===== src/rtl/cpu_datapath.sv =====
// Datapath: 16x16 regfile, ALU, sync data memory, load-stall FSM.
// Ports: control word in (DA/AA/BA/FS/MB/RW/MW/resultSource/IMM/PC); D, Z, N, stall out.
module cpu_datapath #(
  parameter int DMEM_AW = 8
) (
  input  logic        clk,
  input  logic        reset,
  input  logic [3:0]  DA,
  input  logic [3:0]  AA,
  input  logic [3:0]  BA,
  input  logic [2:0]  FS,
  input  logic        MB,
  input  logic        RW,
  input  logic        MW,
  input  logic [1:0]  resultSource,
  input  logic [15:0] IMM,
  input  logic [15:0] PC,
  output logic [15:0] D,
  output logic        Z,
  output logic        N,
  output logic        stall
);

  localparam int DEPTH = 1 << DMEM_AW;

  typedef enum logic {
    IDLE,
    LOAD_WAIT
  } state_t;

  state_t state, nstate;

  logic [15:0] rf [16];
  logic [15:0] dmem [DEPTH];
  logic [15:0] a, rb, b;
  logic [15:0] alu, wbdata, rdata;
  logic [3:0]  ldda;
  logic        is_load, wb_en, flag_en;

  assign a  = rf[AA];
  assign rb = rf[BA];
  assign b  = MB ? IMM : rb;
  assign D  = a;

  always_comb begin
    alu = 16'h0000;
    unique case (FS)
      3'b000: alu = a + b;
      3'b001: alu = a - b;
      3'b010: alu = a & b;
      3'b011: alu = a | b;
      3'b100: alu = a ^ b;
      3'b101: alu = ~a;
      3'b110: alu = {a[14:0], 1'b0};
      3'b111: alu = {1'b0, a[15:1]};
    endcase
  end

  always_comb begin
    wbdata = alu;
    unique case (resultSource)
      2'b00: wbdata = alu;
      2'b01: wbdata = rdata;
      2'b10: wbdata = IMM;
      2'b11: wbdata = PC + 16'd1;
    endcase
  end

  assign is_load = (state == IDLE) && RW && (resultSource == 2'b01);
  assign wb_en   = (state == IDLE) && RW && (resultSource != 2'b01);
  assign flag_en = (state == IDLE) && RW && (resultSource == 2'b00);
  // gate with reset so stall drops the moment reset is asserted
  assign stall   = is_load && reset;

  always_comb begin
    nstate = state;
    unique case (state)
      IDLE:      if (is_load) nstate = LOAD_WAIT;
      LOAD_WAIT: nstate = IDLE;
    endcase
  end

  always_ff @(posedge clk or negedge reset) begin
    if (!reset) begin
      state <= IDLE;
      ldda  <= 4'd0;
      Z     <= 1'b0;
      N     <= 1'b0;
      for (int i = 0; i < 16; i++) rf[i] <= 16'h0000;
    end else begin
      state <= nstate;
      if (is_load) ldda <= DA;
      if (state == LOAD_WAIT) rf[ldda] <= rdata;
      else if (wb_en) rf[DA] <= wbdata;
      if (flag_en) begin
        Z <= (alu == 16'h0000);
        N <= alu[15];
      end
    end
  end

  // memory is not reset; read-first so a same-cycle store does not bypass
  always_ff @(posedge clk) begin
    if (is_load) rdata <= dmem[a[DMEM_AW-1:0]];
    if (reset && state == IDLE && MW) dmem[a[DMEM_AW-1:0]] <= rb;
  end

endmodule

===== config.mk =====
export PLATFORM = sky130hd
export DESIGN_NAME = cpu_datapath
export DESIGN_NICKNAME = d
export VERILOG_FILES = /design/src/rtl/cpu_datapath.sv
export SDC_FILE = /design/constraint.sdc
export NUM_CORES = 2
export LEC_CHECK = 0
export ABC_AREA = 1
export CELL_PAD_IN_SITES_DETAIL_PLACEMENT = 2
export CELL_PAD_IN_SITES_GLOBAL_PLACEMENT = 2
export CORE_MARGIN = 3
export CORE_UTILIZATION = 25
export CTS_BUF_LIST = sky130_fd_sc_hd__clkbuf_8
export DETAILED_ROUTE_END_ITERATION = 12
export GPL_TIMING_DRIVEN = 1
export PLACE_DENSITY = 0.46
export SETUP_SLACK_MARGIN = 0.3
export SLEW_MARGIN = 20
export SYNTH_ARGS = -nofsm -noshare
export SYNTH_HDL_FRONTEND = slang
export SYNTH_SLANG_ARGS = --single-unit

===== constraint.sdc =====
create_clock -name clk -period 7.4 [get_ports clk]
set_input_delay 1.48 -clock clk [delete_from_list [all_inputs] [get_ports clk]]
set_output_delay 1.48 -clock clk [all_outputs]
set_load 0.01 [all_outputs]

---- Word-level counts from Yosys, hierarchy flattened ----
Memory sizes are Yosys's and may differ from the RTL's. A register that Yosys moved wholly into a read port is not among the register bits.
Index checks and enable logic that the tools add are counted.
word-level totals
  bits in writable memories ............... 4096
  word-level logic and storage cells ...... 84
  output and inout bits ................... 19
  input port bits ......................... 54
  bits in registers ....................... 263
  memories ................................ 1
memory list
  name  words  bits a word  read ports  clocked after memory_dff  write ports  line  RTL
  dmem  256    16           1           1                         1            34    logic [15:0] dmem [DEPTH];
operators by class
  equality and inequality tests ........... 11
  magnitude comparators ................... 6
  multiplexer cells ....................... 21
  reductions and logical operators ........ 13
  add/sub/neg operators ................... 3
  bitwise operators ....................... 9
operator list
  cell                                                  number
  bitwise mux 256 bit                                   2
  2-to-1 mux 256 bit                                    2
  binary-select mux 16 bit (select 4 bit)               2
  demux 16 bit (select 4 bit)                           2
  one-hot mux 16 bit (8 select lines)                   1
  2-to-1 mux 16 bit                                     7
  one-hot mux 16 bit (4 select lines)                   1
  >= comparator 5 bit (second input constant)           4
  NOT 4 -> 5 bit                                        4
  adder 16 x 1 -> 16 bit (second input constant)        1
  adder 16 bit                                          1
  bitwise AND 16 bit                                    1
  zero test 16 bit                                      1
  NOT 16 bit                                            1
  bitwise OR 16 bit                                     1
  subtractor 16 bit                                     1
  bitwise XOR 16 bit                                    1
  equality test 3 bit (second input constant)           4
  < comparator 5 x 1 -> 1 bit (second input constant)   2
  logical AND 1 bit                                     9
  equality test 3 x 2 -> 1 bit (second input constant)  2
  equality test 2 bit (second input constant)           2
  equality test 3 x 1 -> 1 bit (second input constant)  1
  zero test 3 bit                                       1
  other kinds (7)                                       9

---- Longest topological paths before layout ----
  word-level depth ........................ 11
  gate-level depth with buffers ........... 33
  gate-level depth less buffers ........... 31

---- Worst setup path after synthesis ----
OpenSTA, ideal clock, no wires.
  path type ............................... input to register
  start point ............................. input port BA[0]
  end point ............................... register rf[221] in the netlist's numbering
  library setup time ...................... 0.087 ns
  path slack .............................. -0.886 ns
  data required time ...................... 7.313 ns
  arrival time ............................ 8.199 ns
  stages on the path ...................... 33
  path buffers ............................ 4
  cell sequence ........................... buf_6 > buf_6 > buf_4 > a21oi_1 > o21ai_0 > nand3_1 > nand3_1 > nand2_1 > nand2_1 > nand2_1 > inv_1 > ha_1 > nand3_1 > nor2_1 > nand4_1 > nor2_1 > inv_1 > o21ai_0 > xor2_1 > ha_1 > nand2_1 > inv_1 > a21boi_0 > nand3_1 > a21oi_1 > xor2_1 > nand2_1 > nand2_1 > nand2_1 > o2111ai_2 > buf_2 > nand2_1 > a22oi_1
on the way
  longest elaborated chain between the ends .. 11
  elaborated cells between the ends (all ways) .. 15
  those cells by class .................... 2 x add/sub; 9 x mux; 4 x bitwise
RTL lines
  element                                                   line    RTL
  from (decl)                                               10      input logic [3:0] BA,
  NOT 4 -> 5 bit (not written as such) *                    41      assign rb = rf[BA];
  binary-select mux 16 bit (select 4 bit) *                 41
  2-to-1 mux 16 bit (not written as such) * (2 in a row)    41
  named net rb[0]                                           35      logic [15:0] a, rb, b;
  2-to-1 mux 16 bit *                                       42      assign b = MB ? IMM : rb;
  subtractor 16 bit / adder 16 bit (equally long branches)  49, 48
  one-hot mux 16 bit (8 select lines) *                     47      unique case (FS)
  one-hot mux 16 bit (4 select lines) *                     61      unique case (resultSource)
  bitwise mux 256 bit *                                     94      else if (wb_en) rf[DA] <= wbdata;
  2-to-1 mux 256 bit *                                      94
  2-to-1 mux 256 bit *                                      93      if (state == LOAD_WAIT) rf[ldda] <= rdata;
  to (signal, indexed assignment)                           93
  to (signal, indexed assignment)                           94
  to (decl)                                                 33      logic [15:0] rf [16];
Mark *: on every way through the listed nets, which the timed path passes. The rest lies on a longest branch. The select of a mux whose other input is x is not followed.
A chain may end at the register's enable or synchronous reset.

---- Worst setup path after layout ----
  start point ............................. input port AA[0]
  end point ............................... output port D[11]
on the way
  longest elaborated chain between the ends .. 4
RTL lines
  element                                               line  RTL
  from (decl)                                           9     input logic [3:0] AA,
  NOT 4 -> 5 bit (not written as such)                  40    assign a = rf[AA];
  binary-select mux 16 bit (select 4 bit)               40
  2-to-1 mux 16 bit (not written as such) (2 in a row)  40
  to (decl)                                             18    output logic [15:0] D,
No other way between the ends. The select of a mux whose other input is x is not followed.

==> impl_results.rst <==
.. list-table::
   :header-rows: 1

   * - Metric
     - Value
   * - Status
     - completed
   * - Cell type contributing the most total cell area after synthesis
     - sky130_fd_sc_hd__edfxtp_1
   * - Post-synthesis xor/xnor area fraction
     - 0.110%
   * - Compound-Gate Fraction of Synth Area
     - 11.4%
   * - Nets
     - 14600
   * - Cell area after synthesis
     - 0.176 mm^2
   * - Iteration-0 DRC count of the detailed router
     - 10900
   * - Required arrival time at the worst endpoint
     - 5.92 ns
   * - Main synth FF type
     - sky130_fd_sc_hd__edfxtp_1
   * - Peak fanout along the critical path
     - 92
   * - Total vias in the final route
     - 121000
   * - Clock input transition at the sequential cells of the worst setup and hold paths
     - 0.07 ns
   * - Share of layout cells above drive strength 1
     - 14.7%
   * - Largest family of logic cells by synthesized area
     - compound AO/OA/AOI/OAI gates
   * - Drt total wl
     - 795000 um
   * - Top cells by area, synth
     - sky130_fd_sc_hd__edfxtp_1, sky130_fd_sc_hd__a22oi_1, sky130_fd_sc_hd__nand2_1, sky130_fd_sc_hd__dfrtp_1, sky130_fd_sc_hd__nor2_1
   * - CTS tree
     - yes
   * - Area fraction in and, or, nand and nor cells after synthesis
     - 11.2%
   * - Global route overflow
     - 0
   * - Number of clock buffers inserted by TritonCTS
     - 788
   * - Class of the most critical hold timing path
     - register to register
   * - Post-synthesis register bit count
     - 4375
   * - Initial Util
     - 25.1%
   * - Vertical die dimension
     - 845 um
   * - Worst-skew pair later-pin latency
     - 1.37 ns
   * - WL per Instance
     - 32.6 um
   * - GRT Util Overall
     - 21.6%
   * - Count of unique library cells instantiated by Yosys
     - 61
   * - Total placed instance area
     - 0.194 mm^2
   * - Buffers from clock root to sink, at most
     - 4
   * - Standby leakage power
     - 73.7 nW
   * - Async set-reset flop share out of synthesis
     - 6.01%
   * - Wire length of the first global-routing pass
     - 1090000 um
   * - Vias in the first global route
     - 130000
   * - Number of antenna violations at the first check in global routing
     - 65
   * - CP Class
     - input pin to primary output
   * - Seq/Total Area, Yosys
     - 73.9%
   * - Clk sink count
     - 4375
   * - Detailed-route DRC error count
     - 0
   * - Worst slack after detailed placement
     - 0.147 ns
   * - Count of TritonRoute iterations in the first routing pass
     - 5
   * - Slew at the pin closest to its max-slew limit
     - 1.21 ns
   * - Max_cap viols
     - 0
   * - Final period utilization
     - 88.0%
   * - Detailed Place HPWL
     - 510000 um
   * - Minimum clock period after layout
     - 6.51 ns
   * - Post-Layout Inst Area
     - 0.208 mm^2
   * - Number of flops mapped to enable cells by yosys
     - 4112
   * - Largest net degree at the start of global routing
     - 113
   * - CP startpoint kind
     - input pin
   * - Top cell type's share of synthesized area
     - 70.2%
   * - WP data arrival
     - 5.03 ns
   * - Endpoints failing hold
     - 0
   * - Via density
     - 4.98
   * - Number of standard cells after synthesis
     - 13500
   * - Clock root cell
     - sky130_fd_sc_hd__clkbuf_8
   * - Peak supply drop
     - 202 uV
   * - Final setup slack of the worst path
     - 0.890 ns
   * - Total Die Area
     - 0.714 mm^2
   * - Die width
     - 845 um
   * - Count of nets left with antenna violations after detail routing
     - 0
   * - Max-slew violation count
     - 0
   * - Port bufs
     - 72
   * - Post_cts resized
     - 0
   * - RSZ-0062 raised after global routing
     - no
   * - Adder-cell share of the synthesized area
     - 0.381%
   * - Count of pins on the block boundary
     - 73
   * - Fraction of synthesized area in multiplexers
     - 0.0384%
   * - Power per cell area
     - 310 mW/mm^2
   * - Synthesis warning total
     - 0
   * - Peak Freq
     - 154 MHz
   * - Avg Inst Size Synth
     - 13.0 um^2
   * - Clock skew after layout
     - 0.100 ns
   * - Routability congestion estimate
     - 0.854
   * - Critical path capture point type
     - primary output
   * - Core Footprint
     - 0.700 mm^2
   * - Worst relative slew slack
     - 18.9%
   * - Synth-to-layout area growth
     - 18.3%
   * - Filler instances
     - 73600
   * - Net Count, Synth
     - 13600
   * - Count of H-tree levels built during CTS
     - 6
   * - Final setup violating endpoints
     - 0
   * - # rows
     - 307
[cell usage after synthesis (9+ instances only)]
cell	n
sky130_fd_sc_hd__edfxtp_1	4112
sky130_fd_sc_hd__nand2_1	3539
sky130_fd_sc_hd__a22oi_1	2023
sky130_fd_sc_hd__nor2_1	876
sky130_fd_sc_hd__buf_2	528
sky130_fd_sc_hd__a21oi_1	463
sky130_fd_sc_hd__inv_1	319
sky130_fd_sc_hd__nand3_1	293
sky130_fd_sc_hd__dfrtp_1	263
sky130_fd_sc_hd__clkbuf_1	247
sky130_fd_sc_hd__o21ai_0	180
sky130_fd_sc_hd__nand4_1	175
sky130_fd_sc_hd__o211ai_1	101
sky130_fd_sc_hd__ha_1	52
sky130_fd_sc_hd__buf_1	32
sky130_fd_sc_hd__o21ai_1	32
sky130_fd_sc_hd__inv_2	29
sky130_fd_sc_hd__buf_4	28
sky130_fd_sc_hd__nor3_1	20
sky130_fd_sc_hd__xor2_1	18
sky130_fd_sc_hd__nor2_2	15
sky130_fd_sc_hd__o22ai_1	15
sky130_fd_sc_hd__or2_2	13
sky130_fd_sc_hd__buf_6	11
sky130_fd_sc_hd__a21boi_1	10
sky130_fd_sc_hd__nand2_2	10
sky130_fd_sc_hd__a221oi_1	9
[registers in the layout (all words and copies together), names as in the netlist]
name / flops
N: 1
Z: 1
dmem: 4096
rdata: 16
ldda: 4
rf: 256
state: 1
[area by class of cell]
cell class	count	area [um^2]	share of cell area [%]
clock buffer	812	11200	5.37
inverter	353	1350	0.648
clock inverter	581	2830	1.36
multi-input combinational	7915	41300	19.8
sequential	4375	130000	62.5
tap	9270	11600	5.57
antenna	20	50.0	0.0240
timing repair buffer	1035	9920	4.76
[layer usage]
metal  global-route usage [%]  part of all wire [%]
met4                     6.37                   3.3
met3                     2.55                   4.1
met1                     29.2                    44
met2                     36.4                    48
met5                        0                0.0083
[cells in the final DEF (no fill, tap or decap), drive strengths merged, types with 20 or more instances in the layout]
master         instances
inv                  615
a21oi                463
ha                    52
nor2                 897
o211ai               103
nor3                  22
buf                  968
a22oi               2023
clkbuf               813
clkinv               295
diode                 20
nand3                294
o21ai                212
dfrtp                263
nand4                175
edfxtp              4112
nand2               3549
clkdlybuf4s50         65
[critical path, stage by stage]
cell	delay, ns
sky130_fd_sc_hd__clkbuf_8	0.51
sky130_fd_sc_hd__buf_12	0.33
sky130_fd_sc_hd__buf_4	0.21
sky130_fd_sc_hd__nor2_1	0.06
sky130_fd_sc_hd__a21oi_1	0.13
sky130_fd_sc_hd__o21ai_1	0.08
sky130_fd_sc_hd__o211ai_1	0.51
sky130_fd_sc_hd__nand2_1	0.46
sky130_fd_sc_hd__inv_2	0.42
sky130_fd_sc_hd__clkdlybuf4s50_1	0.61
[power breakdown]
group | internal (mW) | switching, mW | total [mW] | leakage [nW]
clock network | 10.4 | 10.7 | 21.2 | 8.08
logic | 3.51 | 10.7 | 14.2 | 25.4
registers | 28.8 | 0.418 | 29.3 | 40.2
total | 42.8 | 21.8 | 64.6 | 73.7
[path summary, 6_finish.rpt]
| path | startpoint | to | slack [ns] | cells past startpoint |
|---|---|---|---|---|
| max | AA[0] | D[11] | 0.89 | 10 |
| min | rf[36] | rf[36] | 0.53 | 2 |
| max reg2reg | rf[1] | rdata[7] | 1.94 | 21 |
| min reg2reg | rf[36] | rf[36] | 0.53 | 2 |
| max in group asynchronous | reset | rf[156] | 4.68 | 5 |
| min in group asynchronous | reset | state | 0.71 | 2 |
[through the flow]
step | instances | setup TNS [ns] | utilization, % | power, mW | hold slack (ns)
2_1_floorplan | 13500 | 0 | - | 36.7 | 0.474
3_3_place_gp | 22900 | -0.0718 | 27.7 | 43.9 | 0.507
3_5_place_dp | 22900 | 0 | 27.7 | 44.2 | 0.518
4_1_cts | 24300 | 0 | 29.7 | 65.6 | 0.535
5_1_grt | 24300 | 0 | 29.7 | 67.5 | 0.579
6_report | 24400 | 0 | 29.7 | 64.6 | 0.531
[cells by family (layout without fill, tap and decap cells)]
kind of cell	Yosys count	after routing
XOR/XNOR	22	22
flip-flops	4375	4375
other	0	20
adder cells (fa/ha/maj)	53	53
AO/OA/AOI/OAI	2874	2874
buffers and inverters	1199	2781
AND/OR/NAND/NOR	4961	4961
multiplexers	5	5
[repair_timing]
action | CTS | global route
setup buffers | 0 | 0
hold buffers | 1 | 0
hold endpoints to repair | 41 | 0
setup endpoints to repair | 0 | 0
(Power assumes the default switching activity.)
